<file path="src/rtl/riscv_pkg.sv">
// Shared RISC-V constants and fetch-side types: NOP, base opcodes, PCSrc
// encodings, fetch FSM states and the layout of one instruction-queue entry.
package riscv_pkg;

    localparam logic [31:0] NOP = 32'h0000_0013;

    localparam logic [6:0] OP_R     = 7'b0110011;
    localparam logic [6:0] OP_LOAD  = 7'b0000011;
    localparam logic [6:0] OP_ALUI  = 7'b0010011;
    localparam logic [6:0] OP_JALR  = 7'b1100111;
    localparam logic [6:0] OP_STORE = 7'b0100011;
    localparam logic [6:0] OP_JAL   = 7'b1101111;
    localparam logic [6:0] OP_BRANCH = 7'b1100011;
    localparam logic [6:0] OP_LUI   = 7'b0110111;

    typedef enum logic [1:0] {
        PCSRC_SEQ  = 2'b00,
        PCSRC_IMM  = 2'b01,
        PCSRC_JALR = 2'b10
    } pcsrc_t;

    typedef enum logic {
        FETCH = 1'b0,
        DRAIN = 1'b1
    } fetch_state_t;

    // One queue entry: instruction word in the upper half, its PC in the lower.
    typedef struct packed {
        logic [31:0] inst;
        logic [31:0] pc;
    } fetch_entry_t;

    // Fetch addresses are always word aligned; the low two bits are dropped.
    function automatic logic [31:0] word_align(input logic [31:0] addr);
        return {addr[31:2], 2'b00};
    endfunction

endpackage

</file>
<file path="src/rtl/inst_fifo.sv">
// Small synchronous FIFO holding fetched {inst, pc} pairs for decode.
// Flush empties the queue in one cycle and wins over push and pop.
module inst_fifo #(
    parameter int DEPTH = 2,
    parameter int WIDTH = 64,
    localparam int CNT_W = $clog2(DEPTH) + 1
) (
    input  logic             clk,
    input  logic             rst,
    input  logic             push,
    input  logic [WIDTH-1:0] push_data,
    input  logic             pop,
    input  logic             flush,
    output logic [WIDTH-1:0] head,
    output logic [CNT_W-1:0] count,
    output logic             full,
    output logic             empty
);

    localparam int AW = $clog2(DEPTH);

    logic [WIDTH-1:0] mem [DEPTH];
    logic [AW-1:0]    wr_ptr;
    logic [AW-1:0]    rd_ptr;
    logic             do_push;
    logic             do_pop;

    assign full    = (count == CNT_W'(DEPTH));
    assign empty   = (count == '0);
    assign do_pop  = pop & ~empty;
    assign do_push = push & (~full | do_pop);
    assign head    = mem[rd_ptr];

    // Pointer and occupancy bookkeeping; only this control state is reset.
    always_ff @(posedge clk) begin
        if (rst || flush) begin
            wr_ptr <= '0;
            rd_ptr <= '0;
            count  <= '0;
        end else begin
            if (do_push) wr_ptr <= wr_ptr + 1'b1;
            if (do_pop)  rd_ptr <= rd_ptr + 1'b1;
            count <= count + CNT_W'(do_push) - CNT_W'(do_pop);
        end
    end

    // Entry storage; contents are don't-care until written.
    always_ff @(posedge clk) begin
        if (do_push) mem[wr_ptr] <= push_data;
    end

endmodule

</file>
<file path="src/rtl/fetch_unit.sv">
// Instruction fetch: issues word reads to instruction memory, buffers the
// returned words in a small queue, and presents the head to decode. A
// redirect flushes the queue; a read already in flight is drained and dropped.
module fetch_unit
    import riscv_pkg::*;
#(
    parameter logic [31:0] RESET_PC = 32'h0000_0000,
    parameter int          DEPTH    = 2
) (
    input  logic        clk,
    input  logic        rst,
    output logic        imem_req,
    output logic [31:0] imem_addr,
    input  logic        imem_ack,
    input  logic [31:0] imem_rdata,
    output logic        inst_valid,
    input  logic        inst_ready,
    output logic [31:0] inst,
    output logic [31:0] inst_pc,
    output logic [6:0]  op,
    output logic [2:0]  funct3,
    output logic [6:0]  funct7,
    input  logic        redirect,
    input  logic [31:0] redirect_target
);

    localparam int CNT_W = $clog2(DEPTH) + 1;

    fetch_state_t     state;
    logic [31:0]      fetch_pc;
    logic [31:0]      pc_plus4;
    logic [31:0]      target;
    logic [CNT_W-1:0] queue_count;
    logic [CNT_W-1:0] count_next;
    logic             fifo_full;
    logic             fifo_empty;
    logic             fire;
    logic             push;
    logic             pop;
    logic             has_room;
    fetch_entry_t     push_entry;
    fetch_entry_t     head_entry;

    // An ack only counts against a raised request; data returned while
    // draining or in a redirect cycle belongs to a stale path.
    assign fire       = imem_req & imem_ack;
    assign pop        = inst_valid & inst_ready;
    assign push       = fire & (state == FETCH) & ~redirect & (~fifo_full | pop);
    assign target     = word_align(redirect_target);
    assign pc_plus4   = fetch_pc + 32'd4;
    assign push_entry = '{inst: imem_rdata, pc: fetch_pc};
    assign has_room   = (count_next < CNT_W'(DEPTH));

    // Occupancy after this edge, used to decide whether to keep requesting.
    always_comb begin
        count_next = queue_count + CNT_W'(push) - CNT_W'(pop);
        if (redirect) count_next = '0;
    end

    inst_fifo #(
        .DEPTH (DEPTH),
        .WIDTH (64)
    ) u_fifo (
        .clk       (clk),
        .rst       (rst),
        .push      (push),
        .push_data (push_entry),
        .pop       (pop),
        .flush     (redirect),
        .head      (head_entry),
        .count     (queue_count),
        .full      (fifo_full),
        .empty     (fifo_empty)
    );

    // Fetch FSM: request sequencing, redirect handling and in-flight drain.
    always_ff @(posedge clk) begin
        if (rst) begin
            state     <= FETCH;
            fetch_pc  <= RESET_PC;
            imem_req  <= 1'b0;
            imem_addr <= RESET_PC;
        end else begin
            case (state)
                FETCH: begin
                    if (redirect) begin
                        fetch_pc <= target;
                        if (imem_req && !imem_ack) begin
                            // Memory still owes us a word; keep the old
                            // request up until it arrives, then drop it.
                            state <= DRAIN;
                        end else begin
                            imem_req  <= 1'b1;
                            imem_addr <= target;
                        end
                    end else if (fire) begin
                        fetch_pc  <= pc_plus4;
                        imem_req  <= has_room;
                        imem_addr <= pc_plus4;
                    end else if (!imem_req) begin
                        imem_req  <= has_room;
                        imem_addr <= fetch_pc;
                    end
                end
                DRAIN: begin
                    if (redirect) fetch_pc <= target;
                    if (imem_ack) begin
                        state     <= FETCH;
                        imem_req  <= has_room;
                        imem_addr <= redirect ? target : fetch_pc;
                    end
                end
                default: state <= FETCH;
            endcase
        end
    end

    assign inst_valid = ~fifo_empty;
    assign inst       = inst_valid ? head_entry.inst : NOP;
    assign inst_pc    = inst_valid ? head_entry.pc : fetch_pc;
    assign op         = inst[6:0];
    assign funct3     = inst[14:12];
    assign funct7     = inst[31:25];

endmodule

</file>
<file path="config.mk">
export PLATFORM = sky130hd
export DESIGN_NAME = fetch_unit
export DESIGN_NICKNAME = d
export VERILOG_FILES = /design/src/rtl/riscv_pkg.sv /design/src/rtl/inst_fifo.sv /design/src/rtl/fetch_unit.sv
export SDC_FILE = /design/constraint.sdc
export NUM_CORES = 1
export LEC_CHECK = 0
export CORE_AREA = 2 2 133 135
export CTS_CLUSTER_DIAMETER = 40
export DETAILED_ROUTE_END_ITERATION = 16
export DIE_AREA = 0 0 135 137
export GPL_TIMING_DRIVEN = 0
export HOLD_SLACK_MARGIN = 0.08
export PLACE_DENSITY = 0.84
export SYNTH_ARGS = -nofsm -noshare
export SYNTH_HDL_FRONTEND = slang
export SYNTH_SLANG_ARGS = --single-unit
export TNS_END_PERCENT = 5
</file>
<file path="constraint.sdc">
create_clock -name clk -period 10.1 [get_ports clk]
set_input_delay 2.02 -clock clk [delete_from_list [all_inputs] [get_ports clk]]
set_output_delay 2.02 -clock clk [all_outputs]
set_load 0.02 [all_outputs]
</file>
* Yosys cells after proc, flatten, opt, wreduce, memory -nomap -nowiden
Memories as Yosys holds them, arrays and structs flattened. A register that Yosys moved wholly into a read port is not among the register bits.
Cells that the tools add are included.
** Word-level totals
- Bits in registers :: 70
- Bits in writable memories :: 128
- Input bits :: 69
- Word-level logic and storage cells :: 67
- Memories :: 1
** Memories
- u_fifo.mem :: words 2, width 64, rd ports 1, clocked after memory_dff 1, wr ports 1, RTL line inst_fifo.sv:22 : logic [WIDTH-1:0] mem [DEPTH];
** Cells by class
- Add/subtract/negate cells :: 7
- Order comparisons :: 1
- Equal/unequal tests :: 5
- Multiplexer cells :: 27
- Bitwise operators :: 13
- Reduce and logical (&&, ||, !) cells :: 6
** Operator list (count)
- 2-to-1 mux 32 bit :: 10
- one-hot mux 32 bit (2 select lines) :: 2
- adder 32 x 3 -> 32 bit, second input constant :: 1
- 2-to-1 mux 1 bit :: 12
- bitwise AND 1 bit :: 7
- != test 3 bit, second input constant :: 2
- adder 2 x 1 -> 2 bit :: 2
- != test 4 bit, second input constant :: 1
- NOT 1 bit :: 4
- one-hot mux 1 bit (2 select lines) :: 2
- subtractor 2 x 1 -> 2 bit :: 2
- AND reduction 3 bit :: 1
- adder 1 bit, second input constant :: 2
- equality test 2 bit, second input constant :: 1
- zero test 2 bit :: 1
- < comparator 2 bit, second input constant :: 1
- 2-to-1 mux 2 bit :: 1
- != test 2 bit, second input constant :: 1
- bitwise OR 1 bit :: 2
- AND reduction 2 bit :: 1
- logical AND 1 bit :: 1
- zero test 1 bit :: 1
- logical OR 1 bit :: 1

* Logic depth before layout (Yosys ltp)
Gate-level depths: netlist of the first run.
- Depth after elaboration :: 13
- Depth in mapped cells :: 9
- Gate-level depth less buffers :: 9

* Hierarchy
A second synthesis of the first run with hierarchy kept.
** Unflattened totals
- Cell total of the unflattened synthesis :: 783
- Area total of the unflattened synthesis :: 9359.0 µm²
** By module, submodules not included
- inst_fifo :: times used 1, cells each 232, area an instance 4858.4 µm², sequential area each 3943.8 µm²
- fetch_unit :: times used 1, cells each 551, area an instance 4500.6 µm², sequential area each 1321.3 µm²

* Worst setup path after synthesis of the first run
Ideal clock, no wire load.
- Path kind :: input port to flip-flop
- Start :: input imem_ack
- End :: memory u_fifo.mem[0][0] (enable)
- Setup time :: 0.486 ns
- Arrival :: 5.373 ns
- Data required time :: 9.614 ns
- Setup slack :: 4.241 ns
- Cell stages on the path :: 4
- Path buffers :: 1
- Cell sequence :: clkbuf_1 > nand4bb_1 > a21o_1 > nor2_1
** Between the ends
- Longest elaborated chain between the ends :: 7
** RTL lines
- from (decl) :: RTL line fetch_unit.sv:14 : input logic imem_ack,
- bitwise AND 1 bit :: RTL line fetch_unit.sv:46 : assign fire = imem_req & imem_ack;
- bitwise AND 1 bit (3 in series) :: RTL line fetch_unit.sv:48 : assign push = fire & (state == FETCH) & ~redirect & (~fifo_full | pop);
- bitwise AND 1 bit :: RTL line inst_fifo.sv:31 : assign do_push = push & (~full | do_pop);
- 2-to-1 mux 1 bit :: RTL line inst_fifo.sv:49 : if (do_push) mem[wr_ptr] <= push_data;
- 2-to-1 mux 1 bit (implied by the code) :: RTL line inst_fifo.sv:49
- to (decl) :: RTL line inst_fifo.sv:22
Every way passes these cells.

==> results of run 1 <==
-- routing by layer --
metal  vias up  routed length [microns]
met5         -                        0
met4         0                      627
met3        56                     2800
met2       492                    12500
met1      3637                    10600
li1       3589                        -
-- worst max-delay path: cells and delay by family (launching register included) --
kind                   cells  cell delay [ns]
flip-flops                 1             0.31
multiplexers               1             0.17
buffers and inverters      4             1.85
AND/OR/NAND/NOR            1             0.19
-- cell families (layout without fill, tap and decap cells) --
group | Yosys count | in the layout | share of synthesized area [%]
buffers and inverters | 103 | 316 | 5.40
flip-flops | 199 | 199 | 56.4
adder cells (fa/ha/maj) | 4 | 4 | 0.536
XOR/XNOR | 33 | 33 | 3.10
AND/OR/NAND/NOR | 283 | 283 | 15.1
multiplexers | 68 | 68 | 7.32
AO/OA/AOI/OAI | 184 | 184 | 12.1
-- sequential cells by signal, summed over array words and instances, names as in the netlist, named ones only --
register / cells
imem_addr: 32
u_fifo.count: 2
imem_req: 1
fetch_pc: 32
state: 1
u_fifo.mem: 128
u_fifo.wr_ptr: 1
u_fifo.rd_ptr: 1
-- power by group --
group	internal, W	switching, W
clock network	0.000327	0.000306
logic	0.000114	0.000151
registers	0.000894	0.0000217
-- stage by stage --
stage,instance area (sq um),util (%),worst slack [ns]
final,12000,70.4,5.14
after global routing,12000,70.4,4.92
after CTS,12000,70.4,5.08
after detailed placement,11500,67.3,5.25
after global placement,11400,66.9,1.96
after floorplan,9330,-,4.24
-- how the worst max path moves through the flow --
stage	start	endpoint	depth (start not counted)
global route	flip-flop	inst[31]	6
CTS	flip-flop	op[5]	6
detailed placement	imem_ack	u_fifo.mem[1][8]	6
global placement	imem_ack	u_fifo.mem[0][11]	5
floorplan	imem_ack	u_fifo.mem[0][0]	4
finish	flip-flop	inst[12]	6
-- cell type report --
type	count	area, sq um
inverter	15	56.3
clock buffer	20	447
fill	1302	5040
clock inverter	12	97.6
timing repair buffer	181	1850
sequential	199	5270
tap	225	282
buffer	88	448
multi-input combinational	572	3570
-- placed cells by master (no fill, tap or decap), types with 6 or more instances in the layout --
cell             Yosys  layout
nand4_1             13      13
inv_1               14      14
a21oi_1             34      34
clkbuf_16            0      17
a221oi_1             6       6
o22ai_1             11      11
nand3_1             14      14
a211oi_1            11      11
xor2_1               9       9
a31oi_1             14      14
nor4_1              17      17
buf_4               28      28
dfxtp_1             71      71
nor3_1              17      17
xnor2_1             24      24
clkdlybuf4s50_1      0     179
edfxtp_1           128     128
nor2_1              78      77
o31a_1               7       7
nand2_1             95      95
mux2i_1             66      66
and2_1              12      11
o21ai_0             71      71
clkbuf_1            51      53
==> metrics.md, run 1 <==
| Metric | Value |
|---|---|
| Total Wirelength | between 20 and 30 mm |
| Synth top area cells | edfxtp_1 (41%), dfxtp_1 (15%), mux2i_1 (7.1%), nand2_1 (3.8%), o21ai_0 (3.8%) |
| Syn Nets | 947 |
| Worst r2r src | imem_req |
| Synth top area share | between 40% and 50% |
| Post-synth ARST share | 0% |
| Synth Register Bits | ~200 |
| Sequential area share after synthesis | 56.4% |
| Hold_sp | fetch_pc[16] |
| Reg2reg path depth | 5 |
| Max Fclk | 202 MHz |
| Hold Crit Endpoint | u_fifo.mem[1][16] |
| Max cap viols | 0 |
| Initial core utilization | 54.7% |
| Crit end category | primary output |
| # diodes | 0 |
| VDD IR max | around 0.13 mV |
| Status | completed |
| Fin Clk Skew | 0.0121 ns |
| Final net count | 1147 |
| Boundary pin count | 184 |
| Cell Rows | 48 |
| Initial DRT Pass Iterations | 5 |
| H-Tree Level Count | 4 |
| Fin Setup TNS | 0 ns |
| Vias in the first global route | 7361 |
| Post-DR wirelength/cell | 20.3 microns |
| Clk root buf | clkbuf_16 |
| Initial drt markers | 789 |
| Worst slew pin tran | 1.13 ns |
| Power Total | 0.00181 W |
| CTS tree | done |
| Clock buffer count from CTS | 17 |
| Final Hold Viols | 0 |
| Vias | 7774 |
| Vias/cell | 5.93 |
| M1 GR Usage | a little under two fifths |
| Remaining global-route overflow | 0 |
| WS Path Type | flip-flop to primary output |
| Placed cells | 1280 |
| Most common cell in the synthesized netlist | edfxtp_1 |
| Core area | 0.0171 sq mm |
| Cell Area, Synth | a little over 0.009 sq mm |
| GRT busiest layer | met2 |
| Final worst path period share | 49.1% |
| Reg-to-reg slack, setup | 7.39 ns |
| Die Y | around 140 microns |
| Worst EP arrival | 2.94 ns |
| Overall die width | about 140 microns |
| Clk pin slew, worst setup/hold paths | 0.07 ns |
| Number of synthesized flops with an enable pin | 128 |
| Leakage | 3.99 nW |
| First-pass GRT wire length | 40.2 mm |
| Synth Flop Type | edfxtp_1 |
| Synth Warn # | 0 |
| Die area | 0.0185 sq mm |
| Largest stage delay on the critical path | 0.63 ns |
| I/O Buffers | around 180 |
| Postcts setup bufs | 0 |
| Worst Hold Class | flip-flop to flip-flop |
| Yosys cell types | between 60 and 70 |
| Hold depth | 0 |
| Met2 usage | between 40 and 50% |
| Final cell count without fillers | 1312 |
| Hold WS | 0.451 ns |
| Syn Area/Cell | 10.7 sq um |
| Top post-synthesis cells by count | edfxtp_1 (128), nand2_1 (95), nor2_1 (78), dfxtp_1 (71), o21ai_0 (71) |
| CTS max path bufs | 2 |
| CP max stage cell | clkbuf_1 |
| Most used cell along the critical path | clkbuf_1 |
| Initial antenna violation count | 0 |
| RR Endpoint | u_fifo.mem[1][43] |
| ANT nets after route | 0 |
| P per Cell Area | 151 mW/mm^2 |
| Layout cells sized above 1 | 7.27% |
| Synthesis-to-layout area growth | 28.7% |
| Yosys top cell by area | edfxtp_1 |
| Clk Latency, worst-skew pair | about 0.44 ns |
| Resized cells post-CTS | 0 |
| Slew Limit Fails | 0 |
| Cells along the critical path | clkbuf_1 -> clkbuf_1 -> mux2i_1 -> nor2_1 -> buf_4 -> clkdlybuf4s50_1 |
| Final setup fails | 0 |
| M3 GR Usage | 7.15% |
| Routability cong. | 1.00 |
| Largest net degree at the start of global routing | 65 |
| CP max FO | 10 |
| RSZ-0062 raised after global routing | no |
| CP startpoint kind | flip-flop |
| DRC violations left | 0 |
| Post-DP HPWL | 18.7 mm |
| Rel. slew slack | between 20% and 30% |
| Post-Synthesis Cells | ~870 |
| WP data required | about 8.1 ns |
| All-Layer GR Usage | between 20 and 30% |
| Hold Buf Count CTS | 0 |
| Fin crit period | 4.96 ns |
| Clock sink total | roughly 200 |
Note: power is estimated with default switching activity, not from simulation.
==> inputs of run 2 (changes only) <==
--- a/config.mk
+++ b/config.mk
@@ -5,13 +5,13 @@
 export SDC_FILE = /design/constraint.sdc
 export NUM_CORES = 1
 export LEC_CHECK = 0
-export CORE_AREA = 2 2 133 135
+export CORE_AREA = 2 2 137 139
 export CTS_CLUSTER_DIAMETER = 40
 export DETAILED_ROUTE_END_ITERATION = 16
-export DIE_AREA = 0 0 135 137
+export DIE_AREA = 0 0 139 141
 export GPL_TIMING_DRIVEN = 0
 export HOLD_SLACK_MARGIN = 0.08
-export PLACE_DENSITY = 0.84
+export PLACE_DENSITY = 0.8
 export SYNTH_ARGS = -nofsm -noshare
 export SYNTH_HDL_FRONTEND = slang
 export SYNTH_SLANG_ARGS = --single-unit
==> constraint.sdc (replaced) <==
create_clock -name clk -period 4.7 [get_ports clk]
set_input_delay 0.94 -clock clk [delete_from_list [all_inputs] [get_ports clk]]
set_output_delay 0.94 -clock clk [all_outputs]
set_load 0.02 [all_outputs]
==> run 2 against run 1 <==
Compared with the run above:
- global-route usage down 0.72 points
- clock-buffer cell count down 2
- sequential share of layout area down 0.086 points
- routed wire length up 3.1%
- sequential cell count unchanged
- critical path type unchanged
- largest cell class unchanged
- highest routed layer unchanged
==> metrics.md, run 2 (synthesis results as in run 1) <==
| Metric | Value |
|---|---|
| Status | completed |
| H-Tree Level Count | 4 (unchanged) |
| Rel. slew slack | 6.66% (-17 points) |
| Clk root buf | clkbuf_16 |
| Post-DP HPWL | 19.3 mm (+3.2%) |
| Core area | 0.0183 sq mm (+7.1%) |
| CP startpoint kind | flip-flop |
| ANT nets after route | 0 (unchanged) |
| Vias/cell | 5.82 (-1.8%) |
| RR Endpoint | imem_addr[27] |
| Reg-to-reg slack, setup | 1.89 ns (-5.50 ns) |
| Initial antenna violation count | 0 (unchanged) |
| Cell Rows | 50 (+4.2%) |
| Hold Buf Count CTS | 0 (unchanged) |
| Crit end category | primary output |
| Final Hold Viols | 0 (unchanged) |
| Met2 wire len | 13.0 mm (+4.3%) |
| Initial DRT Pass Iterations | 5 (unchanged) |
| Resized cells post-CTS | 0 (unchanged) |
| Final setup fails | 0 (unchanged) |
| Postcts setup bufs | 0 (unchanged) |
| Worst slew pin tran | 1.39 ns (+0.254 ns) |
| Hold depth | 0 (unchanged) |
| # diodes | 0 (unchanged) |
| Remaining global-route overflow | 0 (unchanged) |
| Hold WS | 0.453 ns (+0.00251 ns) |
| Boundary pin count | 184 (unchanged) |
| Clock buffer count from CTS | 17 (unchanged) |
| Slew Limit Fails | 0 (unchanged) |
| Vias | 7689 (-1.1%) |
| Largest net degree at the start of global routing | 65 (unchanged) |
| DRC violations left | 0 (unchanged) |
| Max reg flops | 128 (unchanged) |
| Vias in the first global route | 7486 (+1.7%) |
| Fin crit period | 3.92 ns |
| WS Path Type | flip-flop to primary output |
| P per Cell Area | 328 mW/mm^2 (+120%) |
| Clk Latency, worst-skew pair | 0.44 ns (about the same) |
| Clock sink total | 199 (unchanged) |
| Synthesis-to-layout area growth | 29.0% |
| First-pass GRT wire length | 42.2 mm (+5.0%) |
| Final worst path period share | 83.5% |
| M1 wire length | 11.4 mm (+7.3%) |
| Top sig layer | met4 |
| VDD IR max | 0.269 mV (+100%) |
| CTS tree | done |
| Worst Hold Class | flip-flop to flip-flop |
| DR WL met3 | 2.22 mm (-21%) |
| CP max FO | 10 (unchanged) |
| Clk pin slew, worst setup/hold paths | 0.07 ns (about the same) |
| Routability cong. | 0.989 (-1.1%) |
| I/O Buffers | 179 (unchanged) |
| Hold Crit Endpoint | u_fifo.mem[0][5] |
| RSZ-0062 raised after global routing | no |
| Initial core utilization | 51.1% (-3.6 points) |
| Final net count | 1147 (unchanged) |
| Fin Clk Skew | 0.0127 ns (+0.000606 ns) |
| CTS max path bufs | 2 (unchanged) |
| Top flop regs | u_fifo.mem: 128 flops, fetch_pc: 32 flops, imem_addr: 32 flops |
| Most common cell after layout, fill and taps aside | clkdlybuf4s50_1 |
| Worst EP arrival | 2.98 ns (+0.04 ns) |
| Hold_sp | fetch_pc[5] |
| Max Fclk | 255 MHz |
| WP data required | 3.76 ns (-4.32 ns) |
| Placed cell area | 0.0115 sq mm (about the same) |
| Worst r2r src | fetch_pc[2] |
| Leakage | 4.00 nW (+0.23%) |
| Power Total | 0.00395 W (+120%) |
| Reg2reg path depth | 6 (+1) |
| Total Wirelength | 27.4 mm (+3.1%) |
| Finished Cell Area | 0.0120 sq mm (+0.20%) |
| Layout cells sized above 1 | 7.45% (+0.18 points) |
| Overall die width | 139 microns (+3.0%) |
| Die Y | 141 microns (+2.9%) |
| Post-DR wirelength/cell | 20.7 microns (+2.4%) |
| Initial drt markers | 631 (-20%) |
| All-Layer GR Usage | 28.0% (-0.72 points) |
| Most frequent cells in the layout | clkdlybuf4s50_1 (179), edfxtp_1 (128), nand2_1 (95) |
| Max cap viols | 0 (unchanged) |
| Die area | 0.0196 sq mm (+6.0%) |
| Top reg by flops | u_fifo.mem |
-- run 2: cell count changes in the layout (fill, tap and decap cells not counted) --
cell,change
inv_6,+2
buf_12,+1
buf_16,-1
clkbuf_1,-1
clkbuf_8,-1
clkinv_1,-1
clkinv_2,-1
clkinv_4,+1
clkinvlp_4,-1
inv_12,+1
inv_8,+1
-- run 2: metrics by stage --
stage / setup slack (ns) / utilization (%) / TNS (ns) / std cells
3_5_place_dp: 0.929 / 62.8 / 0 / 1289
4_1_cts: 0.700 / 65.9 / 0 / 1321
5_1_grt: 0.566 / 65.9 / 0 / 1321
3_3_place_gp: -0.744 / 62.5 / -86.36 / 1287
6_report: 0.778 / 65.9 / 0 / 1321
2_1_floorplan: 0.996 / - / 0 / 874
-- run 2: critical path: stages, from the launching register on --
cell and delay [ns]:
dfxtp_1 0.31, clkbuf_1 0.53, clkbuf_1 0.63, mux2i_1 0.16, nor2_1 0.18, buf_4 0.14, clkdlybuf4s50_1 0.59
-- run 2: layout make-up --
class                      count  area, sq um
buffer                        88          448
clock buffer                  18          429
clock inverter                14          135
fill                        1490         6230
inverter                      15         56.3
multi-input combinational    572         3570
sequential                   199         5270
tap                          234          293
timing repair buffer         181         1840
-- run 2: routing by layer --
| metal | global-route usage (%) | vias to the layer above |
|---|---|---|
| met2 | 44.7 | 373 |
| met4 | 10.8 | 0 |
| li1 | - | 3590 |
| met3 | 5.47 | 57 |
| met5 | 0 | - |
| met1 | 38.1 | 3669 |
-- run 2: where the power goes --
| part | switching (W) | leakage, nW | total, W | internal (W) |
|---|---|---|---|---|
| logic | 0.000325 | 1.96 | 0.000569 | 0.000244 |
| clock network | 0.000706 | 0.275 | 0.00141 | 0.000705 |
| registers | 0.0000458 | 1.77 | 0.00197 | 0.00192 |
-- run 2: how the worst max path moves through the flow --
stage / depth (start not counted) / from / end / slack [ns]
floorplan: 4 / imem_ack / u_fifo.mem[0][0] / 1.0
global placement: 5 / imem_ack / u_fifo.mem[0][8] / -0.74
detailed placement: 6 / imem_ack / u_fifo.mem[1][8] / 0.93
CTS: 6 / flip-flop / op[3] / 0.70
global route: 5 / flip-flop / inst_pc[12] / 0.57
finish: 6 / flip-flop / op[3] / 0.78
==> edit (flow settings as in run 1) <==
Register the input `redirect_target` before use, without a reset. The logic sees it one clock later. The other inputs are not delayed to match.
--- a/src/rtl/fetch_unit.sv
+++ b/src/rtl/fetch_unit.sv
@@ -26,6 +26,12 @@
 
     localparam int CNT_W = $clog2(DEPTH) + 1;
 
+    logic [31:0] redirect_target_q;
+
+    always_ff @(posedge clk) begin
+        redirect_target_q <= redirect_target;
+    end
+
     fetch_state_t     state;
     logic [31:0]      fetch_pc;
     logic [31:0]      pc_plus4;
@@ -46,7 +52,7 @@
     assign fire       = imem_req & imem_ack;
     assign pop        = inst_valid & inst_ready;
     assign push       = fire & (state == FETCH) & ~redirect & (~fifo_full | pop);
-    assign target     = word_align(redirect_target);
+    assign target     = word_align(redirect_target_q);
     assign pc_plus4   = fetch_pc + 32'd4;
     assign push_entry = '{inst: imem_rdata, pc: fetch_pc};
     assign has_room   = (count_next < CNT_W'(DEPTH));
Function: changed (a bounded check fails within 4 cycles, from zero or initial values and one cycle with rst high).
==> edit against run 1 <==
Routed wire length up 2.6%. Sequential cell count increased by 30. Combinational power decreased by 3%. Critical path depth stayed put. Worst setup slack got worse by 160 ps. Power up 26%. Synthesized area grew 6.9%. Cell area rose by 8.4%. Die area did not move. Critical endpoint unchanged.
==> edit: results (changes against run 1) <==
| Metric | Value |
|---|---|
| Mapped Nets | 987 (+4.2%) |
| Netlist cell types | 65 (+1.6%) |
| Sequential share of cell area | 45.05% (+1.2 points) |
| Maximum vdd drop | 156.8 uV (+18%) |
| Top cells by count, synth | edfxtp_1, dfxtp_1, nor2_1, nand2_1, mux2i_1 |
| Detailed-placement wirelength estimate | 18.20 mm (-2.7%) |
| Worst Hold Slack | 452.5 ps (+1.810 ps) |
| Met2 Routed Length | 12.74 mm (+1.8%) |
| Inverters | 21 (+6) |
| Top Layer Used | met4 |
| Post-Place Worst Slack | 5231 ps (-20.76 ps) |
| Pleak | 4.499 nW (+13%) |
| R2R setup slack | 6820 ps (-570 ps) |
| Seq pwr | 1.04 mW (+14%) |
| IO Port Bufs | 179 (unchanged) |
| Inst Count DP | 1320 (+3.1%) |
| Worst endpoint data arrival time | 3100 ps (+160 ps) |
| Area grow syn2layout | 30.54% |
| ClkCell Share | 7.091% (+2.6 points) |
| Register area | 5866 um^2 (+11%) |
| Reg2reg path depth | 6 (+1) |
| Filler cells | 1161 (-11%) |
| PD cells | 175.7 nW/um^2 (+16%) |
| Share of layout cells above drive strength 1 | 7.780% (+0.51 points) |
| Vias | 8070 (+3.8%) |
| Hold worst-path end | u_fifo.mem[1][15]$_DFFE_PP_ |
| Setup Skew | 13.06 ps (+0.9529 ps) |
| M1 wire length | 10.86 mm (+2.1%) |
| Met2 GRT Util | 46.47% (-1.2 points) |
| Clock tree buffer depth | 3 (+1) |
| Gate Count Post-Synth | 914 (+4.6%) |
| GR met3 Demand/Resource | 4.296% (-2.9 points) |
| DR WL met3 | 2.650 mm (-5.4%) |
| Multi-input logic portion of the cell area | 27.93% (-1.8 points) |
| Psw | 560.6 uW (+17%) |
| Non-Clock Buffer Count | 266 (-1.1%) |
| Nets | 1197 (+4.4%) |
| Clock buffer count from CTS | 27 (+10) |
| Clock Buffer Count | 34 (+70%) |
| Placement Cell Area | 12100 um^2 (+5.5%) |
| Seq cells | 229 (+15%) |
| Clk_lat worst skew | 520 ps (+80 ps) |
| Total length of routed wires | 27.26 mm (+2.6%) |
| GP Congestion | 1.011 (+1.1%) |
| Met1 usage | 39.05% (+1.7 points) |
| Status | completed |
| H-tree depth | 1 (-3) |
| First-pass GRT wire length | 41.05 mm (+2.2%) |
| DRT Pass-1 Iters | 6 (+1) |
| Most area-consuming cells after synthesis | edfxtp_1, dfxtp_1, mux2i_1 |
| Initial DRC Count | 1104 (+40%) |
| Tightest Hold Check Type | reg2reg |
| Hold path startpoint | fetch_pc[15]$_SDFFE_PP0P_ |
edit: changes by cell type after synthesis, sizes merged, moves of 10 or more:
cell   change
dfxtp     +30
nor2      +23
o21ai     -21
xnor2     -10
edit: how the worst max path moves through the flow:
stage / from / to / slack, ps
after global placement: imem_ack / u_fifo.mem[0][29]$_DFFE_PP_ / 2000
after global routing: flip-flop / inst[12] / 4800
after CTS: flip-flop / inst[12] / 4930
after detailed placement: imem_ack / u_fifo.mem[1][27]$_DFFE_PP_ / 5230
after floorplan: imem_ack / u_fifo.mem[0][0]$_DFFE_PP_ / 3950
final: flip-flop / inst[12] / 4980
edit: cells by family (layout without fill, tap and decap cells):
logic type               after synthesis  after routing  share of synthesized area (%)
XOR/XNOR                              22             22                          1.932
buffers and inverters                106            336                          4.829
multiplexers                          70             70                          7.050
adder cells (fa/ha/maj)                4              4                         0.5018
flip-flops                           229            229                          58.81
AND/OR/NAND/NOR                      309            309                          15.44
AO/OA/AOI/OAI                        174            174                          11.44
